### config.mk
export PLATFORM = sky130hd
export DESIGN_NAME = mem_access_unit_flat
export DESIGN_NICKNAME = d
export VERILOG_FILES = /design/src/rtl/mem_access_unit_if.sv /design/src/rtl/mem_access_unit.sv /design/src/flat_wrapper.sv
export SDC_FILE = /design/constraint.sdc
export NUM_CORES = 1
export LEC_CHECK = 0
export CORE_AREA = 4 4 173 175
export DETAILED_ROUTE_END_ITERATION = 10
export DIE_AREA = 0 0 177 179
export DONT_BUFFER_PORTS = 1
export PLACE_DENSITY = 0.37
export SETUP_SLACK_MARGIN = 0.05
export SKIP_LAST_GASP = 1
export SYNTH_ARGS = -nofsm -noshare
export SYNTH_HDL_FRONTEND = slang
export SYNTH_SLANG_ARGS = --single-unit
### constraint.sdc
create_clock -name clk -period 5.85 [get_ports clk]
set_input_delay 0.585 -clock clk [delete_from_list [all_inputs] [get_ports clk]]
set_output_delay 0.585 -clock clk [all_outputs]
set_load 0.01 [all_outputs]
### src/rtl/mem_access_unit_if.sv
// mem_access_unit_if: groups the M-stage request/response signals and the
// synchronous-RAM port of mem_access_unit.
// The slave modport is the responder's view. The master modport is the
// pipeline/RAM side that drives requests and RAM read data.
interface mem_access_unit_if #(
    parameter int LANES = 4
);
    logic                  memwriteM;
    logic                  memtoregM;
    logic                  vectorM;
    logic [31:0]           addrM;
    logic [31:0]           wdataM;
    logic [32*LANES-1:0]   vwdataM;
    logic                  stallM;
    logic [31:0]           rdataW;
    logic [32*LANES-1:0]   vrdataW;
    logic [31:0]           mem_addr;
    logic [31:0]           mem_wdata;
    logic                  mem_we;
    logic                  mem_re;
    logic [31:0]           mem_rdata;

    modport slave (
        input  memwriteM, memtoregM, vectorM, addrM, wdataM, vwdataM, mem_rdata,
        output stallM, rdataW, vrdataW, mem_addr, mem_wdata, mem_we, mem_re
    );

    modport master (
        output memwriteM, memtoregM, vectorM, addrM, wdataM, vwdataM, mem_rdata,
        input  stallM, rdataW, vrdataW, mem_addr, mem_wdata, mem_we, mem_re
    );
endinterface

### src/rtl/mem_access_unit.sv
// mem_access_unit: M-stage memory responder.
// - Scalar accesses complete in a single cycle.
// - Vector accesses of LANES words are serialized over one 32-bit RAM port.
// - stallM is held while a vector transfer is still in progress.
// Optional feature: define MEM_ACCESS_PERF_EN to add saturating
// perf_stall_cnt / perf_vec_cnt outputs.
module mem_access_unit #(
    parameter int LANES = 4
) (
    input  logic                   clk,
    input  logic                   reset,      // asynchronous, active low
    mem_access_unit_if.slave       bus
`ifdef MEM_ACCESS_PERF_EN
    ,
    output logic [31:0]            perf_stall_cnt,
    output logic [31:0]            perf_vec_cnt
`endif
);
    localparam int LW = $clog2(LANES);

    typedef enum logic {IDLE, VEC} state_t;

    state_t          state_q, state_d;
    logic [LW-1:0]   lane_q, lane_d;
    logic [31:0]     vbuf_q [LANES-1];
    logic            cap_q;
    logic [LW-1:0]   cap_lane_q;

    logic            req_vec, req_st, req_ld;
    logic            last_beat;
    logic [31:0]     base_addr, beat_addr;
    logic [31:0]     vw_lane [LANES];

    logic            stall, we, re, vec_rd, vec_done;
    logic [31:0]     addr, wdata;

    // Address bits [1:0] are deliberately ignored (word-aligned RAM).
    logic            unused_addr_bits;
    assign unused_addr_bits = ^bus.addrM[1:0];

    // A store wins over a load if both are requested.
    assign req_st    = bus.memwriteM;
    assign req_ld    = bus.memtoregM & ~bus.memwriteM;
    assign req_vec   = bus.vectorM & (bus.memwriteM | bus.memtoregM);
    assign last_beat = (lane_q == LW'(LANES - 1));
    assign base_addr = {bus.addrM[31:2], 2'b00};
    assign beat_addr = base_addr + {{(30 - LW){1'b0}}, lane_q, 2'b00};

    generate
        for (genvar gi = 0; gi < LANES; gi++) begin : g_vw_lane
            assign vw_lane[gi] = bus.vwdataM[32*gi +: 32];
        end
        for (genvar gi = 0; gi < LANES - 1; gi++) begin : g_vr_lane
            assign bus.vrdataW[32*gi +: 32] = vbuf_q[gi];
        end
    endgenerate

    // The last lane is taken straight from the RAM in the W cycle.
    assign bus.vrdataW[32*(LANES-1) +: 32] = bus.mem_rdata;
    assign bus.rdataW = bus.mem_rdata;

    // Next-state logic and RAM/stall outputs.
    // All outputs are forced to zero while reset is asserted.
    always_comb begin
        state_d  = state_q;
        lane_d   = lane_q;
        stall    = 1'b0;
        we       = 1'b0;
        re       = 1'b0;
        vec_rd   = 1'b0;
        vec_done = 1'b0;
        addr     = 32'd0;
        wdata    = 32'd0;
        if (reset) begin
            case (state_q)
                IDLE: begin
                    if (req_vec) begin
                        // Beat 0 is issued immediately; lane_q is 0 in IDLE.
                        addr = beat_addr;
                        if (bus.memwriteM) begin
                            we    = 1'b1;
                            wdata = vw_lane[lane_q];
                        end else begin
                            re     = 1'b1;
                            vec_rd = 1'b1;
                        end
                        stall   = 1'b1;
                        state_d = VEC;
                        lane_d  = LW'(1);
                    end else if (req_st) begin
                        we    = 1'b1;
                        addr  = base_addr;
                        wdata = bus.wdataM;
                    end else if (req_ld) begin
                        re   = 1'b1;
                        addr = base_addr;
                    end
                end
                VEC: begin
                    addr = beat_addr;
                    if (bus.memwriteM) begin
                        we    = 1'b1;
                        wdata = vw_lane[lane_q];
                    end else if (bus.memtoregM) begin
                        re     = 1'b1;
                        vec_rd = 1'b1;
                    end
                    if (last_beat) begin
                        state_d  = IDLE;
                        lane_d   = '0;
                        vec_done = 1'b1;
                    end else begin
                        stall  = 1'b1;
                        lane_d = lane_q + LW'(1);
                    end
                end
                default: state_d = IDLE;
            endcase
        end
    end

    assign bus.stallM    = stall;
    assign bus.mem_we    = we;
    assign bus.mem_re    = re;
    assign bus.mem_addr  = addr;
    assign bus.mem_wdata = wdata;

    // State and lane-counter registers.
    always_ff @(posedge clk or negedge reset) begin
        if (!reset) begin
            state_q <= IDLE;
            lane_q  <= '0;
        end else begin
            state_q <= state_d;
            lane_q  <= lane_d;
        end
    end

    // Capture returned vector-load words for every lane except the last.
    // Read data arrives one cycle after the beat that requested it.
    always_ff @(posedge clk or negedge reset) begin
        if (!reset) begin
            cap_q      <= 1'b0;
            cap_lane_q <= '0;
            for (int i = 0; i < LANES - 1; i++) begin
                vbuf_q[i] <= 32'd0;
            end
        end else begin
            cap_q      <= vec_rd & ~last_beat;
            cap_lane_q <= lane_q;
            if (cap_q) begin
                vbuf_q[cap_lane_q] <= bus.mem_rdata;
            end
        end
    end

`ifdef MEM_ACCESS_PERF_EN
    // Saturating counts of stall cycles and completed vector accesses.
    always_ff @(posedge clk or negedge reset) begin
        if (!reset) begin
            perf_stall_cnt <= 32'd0;
            perf_vec_cnt   <= 32'd0;
        end else begin
            if (stall && (perf_stall_cnt != 32'hFFFF_FFFF)) begin
                perf_stall_cnt <= perf_stall_cnt + 32'd1;
            end
            if (vec_done && (perf_vec_cnt != 32'hFFFF_FFFF)) begin
                perf_vec_cnt <= perf_vec_cnt + 32'd1;
            end
        end
    end
`endif
endmodule

### src/flat_wrapper.sv
// flat-port wrapper written by rule: the top's interface ports become plain ports
module mem_access_unit_flat 
#(
    parameter int LANES = 4
)
  (clk, reset, bus_memwriteM, bus_memtoregM, bus_vectorM, bus_addrM, bus_wdataM, bus_vwdataM, bus_mem_rdata, bus_stallM, bus_rdataW, bus_vrdataW, bus_mem_addr, bus_mem_wdata, bus_mem_we, bus_mem_re);
  mem_access_unit_if #(.LANES(LANES)) bus_i ();
  input  logic clk;
  input  logic reset;
  input wire logic [$bits(bus_i.memwriteM)-1:0] bus_memwriteM;
  input wire logic [$bits(bus_i.memtoregM)-1:0] bus_memtoregM;
  input wire logic [$bits(bus_i.vectorM)-1:0] bus_vectorM;
  input wire logic [$bits(bus_i.addrM)-1:0] bus_addrM;
  input wire logic [$bits(bus_i.wdataM)-1:0] bus_wdataM;
  input wire logic [$bits(bus_i.vwdataM)-1:0] bus_vwdataM;
  input wire logic [$bits(bus_i.mem_rdata)-1:0] bus_mem_rdata;
  output wire logic [$bits(bus_i.stallM)-1:0] bus_stallM;
  output wire logic [$bits(bus_i.rdataW)-1:0] bus_rdataW;
  output wire logic [$bits(bus_i.vrdataW)-1:0] bus_vrdataW;
  output wire logic [$bits(bus_i.mem_addr)-1:0] bus_mem_addr;
  output wire logic [$bits(bus_i.mem_wdata)-1:0] bus_mem_wdata;
  output wire logic [$bits(bus_i.mem_we)-1:0] bus_mem_we;
  output wire logic [$bits(bus_i.mem_re)-1:0] bus_mem_re;
  assign bus_i.memwriteM = bus_memwriteM;
  assign bus_i.memtoregM = bus_memtoregM;
  assign bus_i.vectorM = bus_vectorM;
  assign bus_i.addrM = bus_addrM;
  assign bus_i.wdataM = bus_wdataM;
  assign bus_i.vwdataM = bus_vwdataM;
  assign bus_i.mem_rdata = bus_mem_rdata;
  assign bus_stallM = bus_i.stallM;
  assign bus_rdataW = bus_i.rdataW;
  assign bus_vrdataW = bus_i.vrdataW;
  assign bus_mem_addr = bus_i.mem_addr;
  assign bus_mem_wdata = bus_i.mem_wdata;
  assign bus_mem_we = bus_i.mem_we;
  assign bus_mem_re = bus_i.mem_re;
  mem_access_unit #(.LANES(LANES)) u_core (.clk(clk), .reset(reset), .bus(bus_i));
endmodule
==> results.tsv <==
stage	metric	value	unit
sta	min_period	3650	ps
routing	dr.pass1.iters	5	
synthesis	synthCells	624	
cts	postCtsSetupBuffers	0	
job	drv_cap	0	
synthesis	ys_ff_latch	102	
placement	dp_hpwl	21.0	mm
sta	timing.hold.ws	167	ps
floorplan	die_y	179	um
cts	clk_pin_slew	80	ps
cts	cts_buffers	9	
synthesis	synth-xor-area-share	0.131	%
setup_path	path_class	reg2out	
floorplan	placeableCoreArea	28500	um2
setup_path	max_stage_delay	540	ps
setup_path	cpLargestDelayFamily	simple AND/OR/NAND/NOR gates	
setup_path	cp-end-kind	output port	
setup_path	reg2reg_slack	3610	ps
setup_path	crit_fanout	37	
floorplan	start_util	23.4	%
synthesis	synth_top_family_by_area	multiplexers	
setup_path	crit_chain	buf_4 -> ha_1 -> fa_1 -> and3_1 -> nand3_4 -> o311a_1 -> or3_1	
finish	drive_gt1_share	30.0	%
synthesis	synth_compound_area_share	10.3	%
pwr	power.leakage	0.00264	uW
sta	hold_viol	0	
synthesis	synthAdderAreaFrac	0.863	%
routing	vias	4982	
synthesis	synth-main-ff-cell	dfrtp_1	
sta	slew_headroom	20.2	%
synthesis	yosysWarningCount	0	
synthesis	synth_edf_count	0	
global_routing	gr-total-overflow	0	
cts	cts_sinks	102	
floorplan	rows	62	
cts	cts_max_path_buffers	2	
pwr	peakVddDrop	131	uV
synthesis	synth_top_area_share	38.3	%
routing	wl	26.3	mm
synthesis	synth-simple-area-share	12.6	%
sta	max_freq	274	MHz
synthesis	ys_types	59	
cts	htree_levels	3	
sta	finalCritPeriodShare	62.5	%
synthesis	synth.avg_cell_area	10.7	um2
routing	routedWlPerCell	28.3	um
status	outcome	completed	
sta	drv_slew	0	
cts	clk_latency	350	ps
finish	finalInstanceArea	6880	um2
finish	stdcell_count	931	
global_routing	grt_pass1_vias	4922	
floorplan	dieArea	31700	um2
global_routing	grtUsageTotal	15.4	%
pwr	p_per_area	458	nW/um2
setup_path	worstPathArrival	3070	ps
routing	postRouteAntennaNets	0	
routing	viasPerCell	5.35	
setup_path	path_buf_inv	1	
placement	io_buffers	0	
routing	drt_iter0_drc	316	
sta	tns	0	ps
synthesis	synth_area	6670	um2
hold_path	worstHoldPathType	in2async	
setup_path	cpMaxStageDelayCell	buf_4	
global_routing	antenna_found_initial	21	
synthesis	async_reset_ff_share	100	%
finish	fin_nets	768	
floorplan	fp.dieW	177	um
finish	syn2layout_area_growth	3.21	%
sta	grt_setup_unrepaired	false	
cts	cts-root-buf	clkbuf_16	
cts	cts_tree	done	
routing	drc	0	
synthesis	netlist_top_cells_area	dfrtp_1 (38%), mux2_2 (16%), mux4_2 (11%)	
synthesis	muxShareOfSynthArea	27.2	%
global_routing	grt_max_degree	103	
floorplan	ios	456	
sta	finalSetupViolCount	0	
pwr	p_total	3150	uW
setup_path	cp.required	5270	ps
placement	gp_congestion	0.977	
sta	fin_skew	7.64	ps
synthesis	yosys.area.top_type	dfrtp_1	
setup_path	startpoint_type	register	
placement	dp.cells	907	
sta	worstMarginPinSlew	1190	ps
global_routing	grt_pass1_wl	35.7	mm
synthesis	ys_seq_area_share	38.3	%
placement	placed_cell_area	6520	um2
[final timing paths]
check / start / to / cells after the start
min in group clk: bus_memwriteM / u_core.cap_q / 1
worst max-delay path: u_core.lane_q[0] / bus_mem_addr[28] / 7
worst min-delay path: reset / u_core.bus.vrdataW[16] / 1
max in group asynchronous: reset / u_core.lane_q[1] / 1
worst max register to register: u_core.state_q / u_core.state_q / 4
worst min register to register: u_core.bus.vrdataW[63] / u_core.bus.vrdataW[63] / 1
[cell usage in the layout, fill, tap and decap left out, types with 5 or more instances in the layout]
cell and count:
dfrtp_1 100, mux2_2 96, nand2_1 87, a21oi_1 46, mux4_2 32, nand3_1 14, nor2_1 13, o21ai_0 12
a31oi_1 10, clkbuf_16 9, nand4_1 8, diode_2 7, and4_1 6, o211ai_1 6, a21o_1 6, nor3_1 6
inv_1 6, and3_1 5
[flip-flops by register name, indices dropped and copies added (netlist names)]
| name | count |
|---|---|
| u_core.cap_q | 1 |
| u_core.lane_q | 2 |
| u_core.bus.vrdataW | 96 |
| u_core.state_q | 1 |
| u_core.cap_lane_q | 2 |
[repair_timing]
| item | CTS | global route |
|---|---|---|
| hold endpoints to repair | 102 | 0 |
| hold buffers | 1 | 0 |
| resized for setup | 0 | 0 |
| setup endpoints to repair | 0 | 0 |
[stage by stage]
stage          worst slack (ps)  utilization (%)
6_report                   2200             24.2
5_1_grt                    1950             24.2
4_1_cts                    2130             24.1
3_5_place_dp               2500             22.9
3_3_place_gp               2480             22.9
2_1_floorplan              3240                -
[worst reg2reg max path: cells and delay by family, from the launching register on]
kind / cells / cell delay, ps
AO/OA/AOI/OAI: 2 / 560
AND/OR/NAND/NOR: 2 / 1070
flip-flops: 1 / 500
[where the power goes]
group / internal, uW / switching, uW
clock network: 349 / 291
registers: 1050 / 464
logic: 546 / 446
total: 1950 / 1200
[final cells by class]
type | count | area, um2
Antenna cell | 7 | 17.5
Inverter | 6 | 22.5
Timing Repair Buffer | 5 | 57.6
Tap cell | 384 | 480
Fill cell | 3107 | 21600
Multi-Input combinational cell | 411 | 3430
Sequential cell | 102 | 2550
Clock inverter | 7 | 97.6
Clock buffer | 9 | 225
[per-layer routing]
metal / track usage (%) / share of wire [%] / wire length (um)
met1: 16.6 / 33 / 8730
met2: 27.7 / 51 / 13600
met3: 6.68 / 12 / 3290
met4: 3.97 / 2.5 / 659
met5: 0 / 0.39 / 103
[cell usage after synthesis (2+ instances only)]
cell,n
a21boi_0,2
a21o_1,6
a21oi_1,46
a221o_1,2
a22o_1,3
a31oi_1,10
a41oi_1,4
and2_1,4
and3_1,5
and3_2,2
and4_1,6
buf_1,4
buf_2,18
buf_4,68
clkbuf_1,15
dfrtp_1,102
ha_1,3
inv_1,6
mux2_2,96
mux4_2,32
nand2_1,87
nand3_1,14
nand3_4,2
nand3b_1,2
nand4_1,8
nand4b_1,2
nor2_1,13
nor3_1,6
nor4_1,3
o211ai_1,6
o21ai_0,12
o22ai_1,2
o311ai_0,2
o31a_1,2
o31ai_1,2
or4_1,4
[kinds of logic (layout without fill, tap and decap cells)]
family | after synthesis | count (layout)
other | 1 | 9
adder cells (fa/ha/maj) | 4 | 4
XOR/XNOR | 1 | 1
AO/OA/AOI/OAI | 109 | 109
buffers and inverters | 112 | 27
multiplexers | 129 | 129
flip-flops | 102 | 102
AND/OR/NAND/NOR | 166 | 166
(Power assumes the default switching activity.)
